--- src/rtl/layer_pkg.sv ---
// +--------------------------------------------------------------------------+
// | layer_pkg : widths and state encoding shared across layer output logic   |
// | Rev 1.0   : initial release                                              |
// +--------------------------------------------------------------------------+
`default_nettype none

package layer_pkg;
   localparam int PIXEL_W   = 8;
   localparam int ACC_W     = 32;
   localparam int SAT_CNT_W = 16;

   typedef enum logic [0:0] {
      IDLE = 1'b0,
      EMIT = 1'b1
   } ser_state_t;
endpackage

`default_nettype wire

--- src/rtl/quantize_sat.sv ---
// +--------------------------------------------------------------------------+
// | quantize_sat : one lane of shift / optional round / clamp to 8 bits      |
// | Build option : CONV_SER_ROUND_EN adds round-half-up before the shift     |
// | Rev 1.0      : initial release                                           |
// +--------------------------------------------------------------------------+
`default_nettype none

module quantize_sat
   import layer_pkg::*;
#(
   parameter int SHIFT = 0
) (
   input  logic [ACC_W-1:0]   value,
   output logic [PIXEL_W-1:0] pixel,
   output logic               sat
);

   logic        [ACC_W-1:0] w_pre;
   logic signed [ACC_W-1:0] w_shifted;

`ifdef CONV_SER_ROUND_EN
   generate
      if (SHIFT > 0) begin : g_round
         assign w_pre = value + (ACC_W'(1) << (SHIFT - 1));
      end else begin : g_no_round
         assign w_pre = value;
      end
   endgenerate
`else
   assign w_pre = value;
`endif

   assign w_shifted = $signed(w_pre) >>> SHIFT;

   always_comb begin
      pixel = w_shifted[PIXEL_W-1:0];
      sat   = 1'b0;
      if (w_shifted[ACC_W-1]) begin
         pixel = '0;
         sat   = 1'b1;
      end else if (|w_shifted[ACC_W-2:PIXEL_W]) begin
         pixel = '1;
         sat   = 1'b1;
      end
   end

endmodule

`default_nettype wire

--- src/rtl/conv_output_serializer.sv ---
// +--------------------------------------------------------------------------+
// | conv_output_serializer : quantizes NUM_TREES lanes and streams them out  |
// | Build option : CONV_SER_ROUND_EN (rounding inside quantize_sat)          |
// | Rev 1.0      : initial release                                           |
// +--------------------------------------------------------------------------+
`default_nettype none

module conv_output_serializer
   import layer_pkg::*;
#(
   parameter int NUM_TREES = 2,
   parameter int SHIFT     = 0
) (
   input  logic                               clock,
   input  logic                               reset,
   input  logic [ACC_W*NUM_TREES-1:0]         pixel_out,
   input  logic                               in_valid,
   output logic                               in_ready,
   output logic [PIXEL_W-1:0]                 out_pixel,
   output logic [(NUM_TREES>1 ? $clog2(NUM_TREES) : 1)-1:0] out_tree,
   output logic                               out_valid,
   input  logic                               out_ready,
   input  logic                               sat_clear,
   output logic [SAT_CNT_W-1:0]               sat_count
);

   localparam int TREE_W = (NUM_TREES > 1) ? $clog2(NUM_TREES) : 1;

   ser_state_t                             r_state;
   logic [TREE_W-1:0]                      r_index;
   logic [NUM_TREES-1:0][PIXEL_W-1:0]      r_bank_pix;
   logic [NUM_TREES-1:0]                   r_bank_sat;

   logic [NUM_TREES-1:0][PIXEL_W-1:0]      w_q_pix;
   logic [NUM_TREES-1:0]                   w_q_sat;
   logic                                   w_last;
   logic                                   w_capture;
   logic                                   w_out_hs;
   logic [TREE_W-1:0]                      w_next_idx;

   generate
      for (genvar t = 0; t < NUM_TREES; t++) begin : g_lane
         quantize_sat #(
            .SHIFT (SHIFT)
         ) u_quantize_sat (
            .value (pixel_out[ACC_W*t +: ACC_W]),
            .pixel (w_q_pix[t]),
            .sat   (w_q_sat[t])
         );
      end
   endgenerate

   assign w_last     = (r_index == TREE_W'(NUM_TREES - 1));
   assign w_next_idx = r_index + TREE_W'(1);
   // Last lane can hand off to the next word in the same cycle it is accepted.
   assign in_ready   = (r_state == IDLE) || (w_last && out_ready);
   assign w_capture  = in_valid && in_ready;
   assign w_out_hs   = out_valid && out_ready;

   always_ff @(posedge clock or negedge reset) begin
      if (!reset) begin
         r_state    <= IDLE;
         r_index    <= '0;
         r_bank_pix <= '0;
         r_bank_sat <= '0;
         out_pixel  <= '0;
         out_tree   <= '0;
         out_valid  <= 1'b0;
         sat_count  <= '0;
      end else begin
         if (w_capture) begin
            r_state    <= EMIT;
            r_index    <= '0;
            r_bank_pix <= w_q_pix;
            r_bank_sat <= w_q_sat;
            out_pixel  <= w_q_pix[0];
            out_tree   <= '0;
            out_valid  <= 1'b1;
         end else if (r_state == EMIT && w_out_hs) begin
            if (!w_last) begin
               r_index   <= w_next_idx;
               out_pixel <= r_bank_pix[w_next_idx];
               out_tree  <= w_next_idx;
            end else begin
               r_state   <= IDLE;
               r_index   <= '0;
               out_valid <= 1'b0;
            end
         end

         if (sat_clear) begin
            sat_count <= '0;
         end else if (w_out_hs && r_bank_sat[r_index] && (sat_count != '1)) begin
            sat_count <= sat_count + SAT_CNT_W'(1);
         end
      end
   end

endmodule

`default_nettype wire

--- config.mk ---
export PLATFORM = sky130hd
export DESIGN_NAME = conv_output_serializer
export DESIGN_NICKNAME = d
export VERILOG_FILES = /design/src/rtl/layer_pkg.sv /design/src/rtl/quantize_sat.sv /design/src/rtl/conv_output_serializer.sv
export SDC_FILE = /design/constraint.sdc
export NUM_CORES = 1
export LEC_CHECK = 0
export CAP_MARGIN = 25
export CORE_UTILIZATION = 40
export CTS_CLUSTER_DIAMETER = 150
export DETAILED_ROUTE_END_ITERATION = 8
export PLACE_DENSITY = 0.8
export SLEW_MARGIN = 25
export SYNTH_ARGS = -nofsm -noshare
export SYNTH_HDL_FRONTEND = slang
export SYNTH_HIERARCHICAL = 1
export SYNTH_SLANG_ARGS = --single-unit
--- constraint.sdc ---
create_clock -name clock -period 1.86 [get_ports clock]
set_input_delay 0.279 -clock clock [delete_from_list [all_inputs] [get_ports clock]]
set_output_delay 0.279 -clock clock [all_outputs]
set_load 0.005 [all_outputs]
==> results.sh, run 1 <==
export IMPL_antenna_found_initial=0
export IMPL_io_buffers=95
export IMPL_grt_pass1_vias=2573
export IMPL_synthesis_area_um2=2570
export IMPL_synth_edff_count=0
export IMPL_clk_latency_ns=0.30
export IMPL_clk_path_buf_depth=2
export IMPL_grt_first_pass_wirelength_um=11100
export IMPL_p_leak_nw=1.617
export IMPL_startpoint_type="input port"
export IMPL_syn_area_per_cell_um2=8.624
export IMPL_cp_required_ns=2.09
export IMPL_ys_flop_type="dfrtp_1"
export IMPL_cp_slowest_cell="or4b_4"
export IMPL_setup_violations=0
export IMPL_grt_ovfl_total=0
export IMPL_max_stage_delay_ns=0.57
export IMPL_status="complete, but fails checks"
export IMPL_busiest_layer="met2"
export IMPL_drtIter0Drc=105
export IMPL_ir_drop_uv=668.4
export IMPL_grt_usage_pct=21.42
export IMPL_routed_wl_um=6755
export IMPL_drv_slew=0
export IMPL_vias_per_cell=5.414
export IMPL_ys_types=40
export IMPL_fin_cells=495
export IMPL_layout_min_cycle_time_ns=1.848
export IMPL_synthTopCellsByCount="71 x nand2_1, 45 x dfrtp_1, 27 x a21oi_1"
export IMPL_worstSetupPathType="in2reg"
export IMPL_rsz0062_at_grt="true"
export IMPL_dr_pass1_iters=4
export IMPL_fp_dieH_um=82.16
export IMPL_ys_seq_area_share_pct=43.82
export IMPL_path_clk_slew_ns=0.09
export IMPL_htree_levels=2
export IMPL_area_growth_pct=55.55
export IMPL_postSynthCellCount=298
export IMPL_antenna_left=0
export IMPL_cts_hold_buffers=0
export IMPL_maxCapViolCount=0
export IMPL_grt_use_met1_pct=26.22
export IMPL_clock_sinks=45
export IMPL_crit_fanout=5
export IMPL_slew_headroom_pct=57.76
export IMPL_grt_use_met2_pct=36.61
export IMPL_tightest_slew_ns=0.6337
export IMPL_yosys_warnings=6
export IMPL_hpwl_um=5361
export IMPL_hold_slack_ns=-0.008922
export IMPL_die_area_um2=6749
export IMPL_layout_drive_gt1_share_pct=19.76
export IMPL_start_util_pct=42.40
export IMPL_ys_seq_elements=45
export IMPL_numCtsBuffers=5
export IMPL_fmax_ghz=0.5412
export IMPL_final_util_pct=65.96
export IMPL_fillers=478
export IMPL_critical_path_cell_chain="clkdlybuf4s50_1 > nand2_1 > or4b_4 > or4_1 > a21oi_1"
export IMPL_vias=2680
export IMPL_cp_num_buf_inv=1
export IMPL_critPathArrivalTime_ns=2.07
export IMPL_hp_class="in2async"
export IMPL_synth_top_area_share_pct=43.82
export IMPL_crit_family="simple AND/OR/NAND/NOR gates"
export IMPL_period_share_pct=99.34
export IMPL_finalClockSkew_ns=0.01064
export IMPL_violations="hold timing"
export IMPL_yosysTopAreaCell="dfrtp_1"
export IMPL_placed_cells=484
export IMPL_end_kind="flip-flop"
export IMPL_route_detailed_drc=0
export IMPL_async_flop_share_pct=100.0
export IMPL_rows=28
export IMPL_num_antenna_cells=0
export IMPL_cts_root_buf="clkbuf_8"
export IMPL_tritoncts="built"
export IMPL_io_pins=96
export IMPL_synthesis_nets=368
export IMPL_nets=489
export IMPL_gp_congestion=0.8462
export IMPL_wl_per_cell_um=13.65
export IMPL_core_area_um2=6061
export IMPL_synth_area_leaders="dfrtp_1 44%, nand2_1 10%, nor3_2 6.2%, a21oi_1 5.3%, o31ai_1 4.4%"
export IMPL_synth_most_common_cell="nand2_1"
export IMPL_hold_viol=11
export IMPL_use_met3_pct=4.505
export IMPL_power_per_cell_area_nw_per_um2=846.2
export IMPL_grt_max_degree=31
export IMPL_die_w_um=82.16
-- worst register-to-register path: stages, from the launching register on --
cell	delay, ns
dfrtp_1	0.37
nand4_1	0.15
or4b_4	0.59
or4_1	0.50
a21oi_1	0.16
-- cell families after synthesis --
family          Yosys count  synth area share, %
buf+inv                  25                4.479
simple gates            160                33.84
mux                       5                2.142
fa+ha+maj                 1               0.4868
flops                    45                43.82
compound gates           62                15.24
-- flip-flops by register name, summed over array words and instances, names as in the netlist --
register    count
r_index         1
out_pixel       8
r_bank_sat      2
sat_count      16
out_tree        1
r_state         1
r_bank_pix     16
-- power breakdown --
group          switching (mW)  internal, mW
registers               0.171          1.27
logic                   0.513         0.656
clock network           0.335         0.437
total                    1.02          2.36
-- timing repair --
| item | 4_1_cts | 5_1_grt |
|---|---|---|
| pin swaps | 1 | 2 |
| setup endpoints to repair | 2 | 11 |
| setup buffers | 0 | 3 |
| resized for setup | 1 | 10 |
-- layout by cell type (no fill, tap or decap), types with 2 or more instances in the layout --
cell and n:
nand4_1 5, and4_1 2, nand2_1 71, clkbuf_8 6, or4_4 3, nand3b_1 3, dfrtp_1 45, or4_1 9
inv_1 4, a21oi_1 26, nor2b_1 5, o21ai_0 4, nand2b_1 2, mux2_2 3, nor3_1 3, nor4_1 9
clkdlybuf4s50_1 93, nand3_1 4, or3_1 2, buf_4 39, nor4_2 2, a211oi_1 10, nor2_1 15, o31ai_1 15
nor3_2 18, or2_2 2
-- through the flow --
step | hold WS [ns] | instance area, um^2 | setup WS (ns) | TNS (ns) | power [mW]
global route | 0.04515 | 3998 | -0.06757 | -0.1275 | 3.596
CTS | 0.01807 | 3924 | 0.01147 | 0 | 3.381
finish | -0.008922 | 3998 | 0.01225 | 0 | 3.383
global placement | 0.3476 | 3800 | -0.2712 | -1.783 | 2.576
detailed placement | 0.3437 | 3800 | -0.3349 | -2.444 | 2.613
floorplan | -0.01659 | 2570 | -0.01496 | -0.02988 | 1.950
-- per-layer routing --
| metal | part of all wire, % | vias up |
|---|---|---|
| li1 | - | 1321 |
| met1 | 44 | 1258 |
| met2 | 50 | 94 |
| met3 | 5.1 | 7 |
| met4 | 1.2 | 0 |
| met5 | 0 | - |
-- final cells by class --
class | count | area (um^2) | area share, %
clock buffers | 6 | 82.58 | 2.066
clock inverters | 2 | 37.54 | 0.9390
inverters | 4 | 15.01 | 0.3756
multi-input cells | 228 | 1381 | 34.55
flip-flops and latches | 45 | 1126 | 28.17
well taps | 75 | 93.84 | 2.347
repair buffers | 135 | 1261 | 31.55
-- worst paths after layout --
path | endpoint | start | depth (start not counted) | slack (ns)
max | sat_count[11] | out_ready | 5 | 0.01
min | r_bank_pix[13] | reset | 1 | -0.009
max reg2reg | sat_count[11] | sat_count[6] | 4 | 0.02
min reg2reg | out_pixel[1] | out_pixel[1] | 2 | 0.48
max in group asynchronous | out_tree | reset | 2 | 1.27
min in group clock | out_pixel[1] | out_pixel[1] | 2 | 0.48
Note: power is estimated with default switching activity, not from simulation.
==> inputs of run 2 (changes only) <==
--- a/config.mk
+++ b/config.mk
@@ -6,10 +6,11 @@
 export NUM_CORES = 1
 export LEC_CHECK = 0
 export CAP_MARGIN = 25
-export CORE_UTILIZATION = 40
+export CORE_UTILIZATION = 55
 export CTS_CLUSTER_DIAMETER = 150
 export DETAILED_ROUTE_END_ITERATION = 8
-export PLACE_DENSITY = 0.8
+export DONT_BUFFER_PORTS = 1
+export PLACE_DENSITY = 0.77
 export SLEW_MARGIN = 25
 export SYNTH_ARGS = -nofsm -noshare
 export SYNTH_HDL_FRONTEND = slang
==> results.sh, run 2 (same netlist as run 1, synthesis figures left out) <==
export IMPL_antenna_found_initial=0
export IMPL_fillers=374
export IMPL_r2r_start="sat_count[12]"
export IMPL_cp_required_ns=2.04
export IMPL_crit_fanout=6
export IMPL_p_leak_nw=1.192
export IMPL_die_area_um2=4950
export IMPL_crit_start="sat_count[12]"
export IMPL_finalClockSkew_ns=0.006219
export IMPL_io_pins=96
export IMPL_rows=24
export IMPL_numCtsBuffers=5
export IMPL_startpoint_type="flip-flop"
export IMPL_p_int_mw=2.043
export IMPL_clock_sinks=45
export IMPL_setup_violations=1
export IMPL_hpwl_um=4578
export IMPL_end_kind="flip-flop"
export IMPL_drv_slew=0
export IMPL_grt_use_met2_pct=39.89
export IMPL_route_detailed_drc=0
export IMPL_violations="setup timing"
export IMPL_cts_root_buf="clkbuf_8"
export IMPL_grt_pass1_vias=2183
export IMPL_placed_cells=353
export IMPL_hold_viol=0
export IMPL_dr_pass1_iters=5
export IMPL_grt_first_pass_wirelength_um=10210
export IMPL_num_antenna_cells=0
export IMPL_tightest_slew_ns=0.7513
export IMPL_min_from="sat_clear"
export IMPL_rsz0062_at_grt="true"
export IMPL_die_w_um=70.36
export IMPL_vias=2334
export IMPL_htree_levels=2
export IMPL_final_common_cell="nand2_1"
export IMPL_layout_drive_gt1_share_pct=22.44
export IMPL_use_met3_pct=5.483
export IMPL_routed_wl_um=6300
export IMPL_worstSetupPathType="reg2reg"
export IMPL_pwr_share_clk_pct=25.3
export IMPL_hp_class="in2reg"
export IMPL_slew_headroom_pct=49.53
export IMPL_clk_latency_ns=0.30
export IMPL_largestRegisters="r_bank_pix x16, sat_count x16, out_pixel x8"
export IMPL_drtIter0Drc=300
export IMPL_antenna_left=0
export IMPL_ir_drop_uv=437.2
export IMPL_wl_per_cell_um=17.31
export IMPL_grt_ovfl_total=0
export IMPL_gp_congestion=0.8915
export IMPL_grt_use_met1_pct=37.01
export IMPL_grt_usage_pct=25.99
export IMPL_clk_path_buf_depth=2
export IMPL_fin_ws_ns=-0.001288
export IMPL_fmax_ghz=0.5373
export IMPL_final_cell_mix="70 x nand2_1, 45 x dfrtp_1, 26 x a21oi_1"
export IMPL_nets=381
export IMPL_start_util_pct=58.22
export IMPL_period_share_pct=100.1
export IMPL_core_area_um2=4414
export IMPL_combPwrFrac_pct=25.5
export IMPL_grt_max_degree=46
export IMPL_vias_per_cell=6.412
export IMPL_status="complete, but fails checks"
export IMPL_area_growth_pct=14.26
export IMPL_critPathArrivalTime_ns=2.04
export IMPL_p_switching_mw=0.9500
export IMPL_busiest_layer="met2"
export IMPL_fin_cells=364
export IMPL_io_buffers=0
export IMPL_layout_min_cycle_time_ns=1.861
export IMPL_p_sw_share_pct=31.75
export IMPL_tritoncts="built"
export IMPL_fp_dieH_um=70.36
export IMPL_seq_power_share_pct=49.2
export IMPL_dpl_worst_slack_ns=-0.06137
export IMPL_maxCapViolCount=0
export IMPL_path_clk_slew_ns=0.08
export IMPL_power_per_cell_area_nw_per_um2=1019
run 2: power by group through the flow:
stage	clock (mW)	sequential [mW]	combinational (mW)
detailed placement	0	1.49	0.693
finish	0.757	1.47	0.762
floorplan	0	1.44	0.514
CTS	0.768	1.47	0.730
global route	0.805	1.51	0.870
global placement	0	1.47	0.671
run 2: through the flow:
stage	total power [mW]	area, um^2	TNS [ns]	util, %	hold WS, ns
after floorplan	1.950	2570	-0.02988	-	-0.01659
after global placement	2.138	2715	0	61.51	-0.01457
after detailed placement	2.188	2715	-0.06137	61.51	-0.01475
after CTS	2.971	2880	0	65.25	0.02747
after global routing	3.183	2937	-0.2180	66.52	0.01901
final	2.993	2937	-0.001288	66.52	0.03073
run 2: repair_timing:
| item | CTS | global route |
|---|---|---|
| buffers inserted | 0 | 1 |
| hold endpoints to repair | 45 | 0 |
| setup endpoints to repair | 3 | 22 |
| pin swaps | 0 | 1 |
| gates resized for setup | 2 | 12 |
| hold buffers | 2 | 0 |
run 2: path summary, 6_finish.rpt:
path / to / slack [ns] / cells past startpoint
setup / recovery: sat_count[13] / -0.001 / 4
min in group asynchronous: r_bank_pix[12] / 0.48 / 2
setup reg to reg: sat_count[13] / -0.001 / 4
max in group asynchronous: sat_count[7] / 1.17 / 2
hold / removal: sat_count[1] / 0.03 / 1
hold reg to reg: r_bank_pix[4] / 0.48 / 2
run 2: worst max-delay path, stage by stage (launching register included):
cell and delay, ns:
dfrtp_1 0.43, nand4_1 0.29, nor3_1 0.71, or4_4 0.26, a21oi_1 0.06
run 2: cell type report:
class	instances	area, um^2	area share, %
clock buffers	7	86.33	2.940
inverters	4	15.01	0.5113
well taps	52	65.06	2.216
clock inverters	1	30.03	1.023
multi-input cells	228	1385	47.17
flip-flops and latches	45	1126	38.35
repair buffers	27	229.0	7.797
run 2: routing by layer:
metal / part of all wire (%) / vias to the layer above
met4: 1.7 / 0
met5: 0 / -
met2: 47 / 128
met3: 7.6 / 13
li1: - / 1099
met1: 44 / 1094
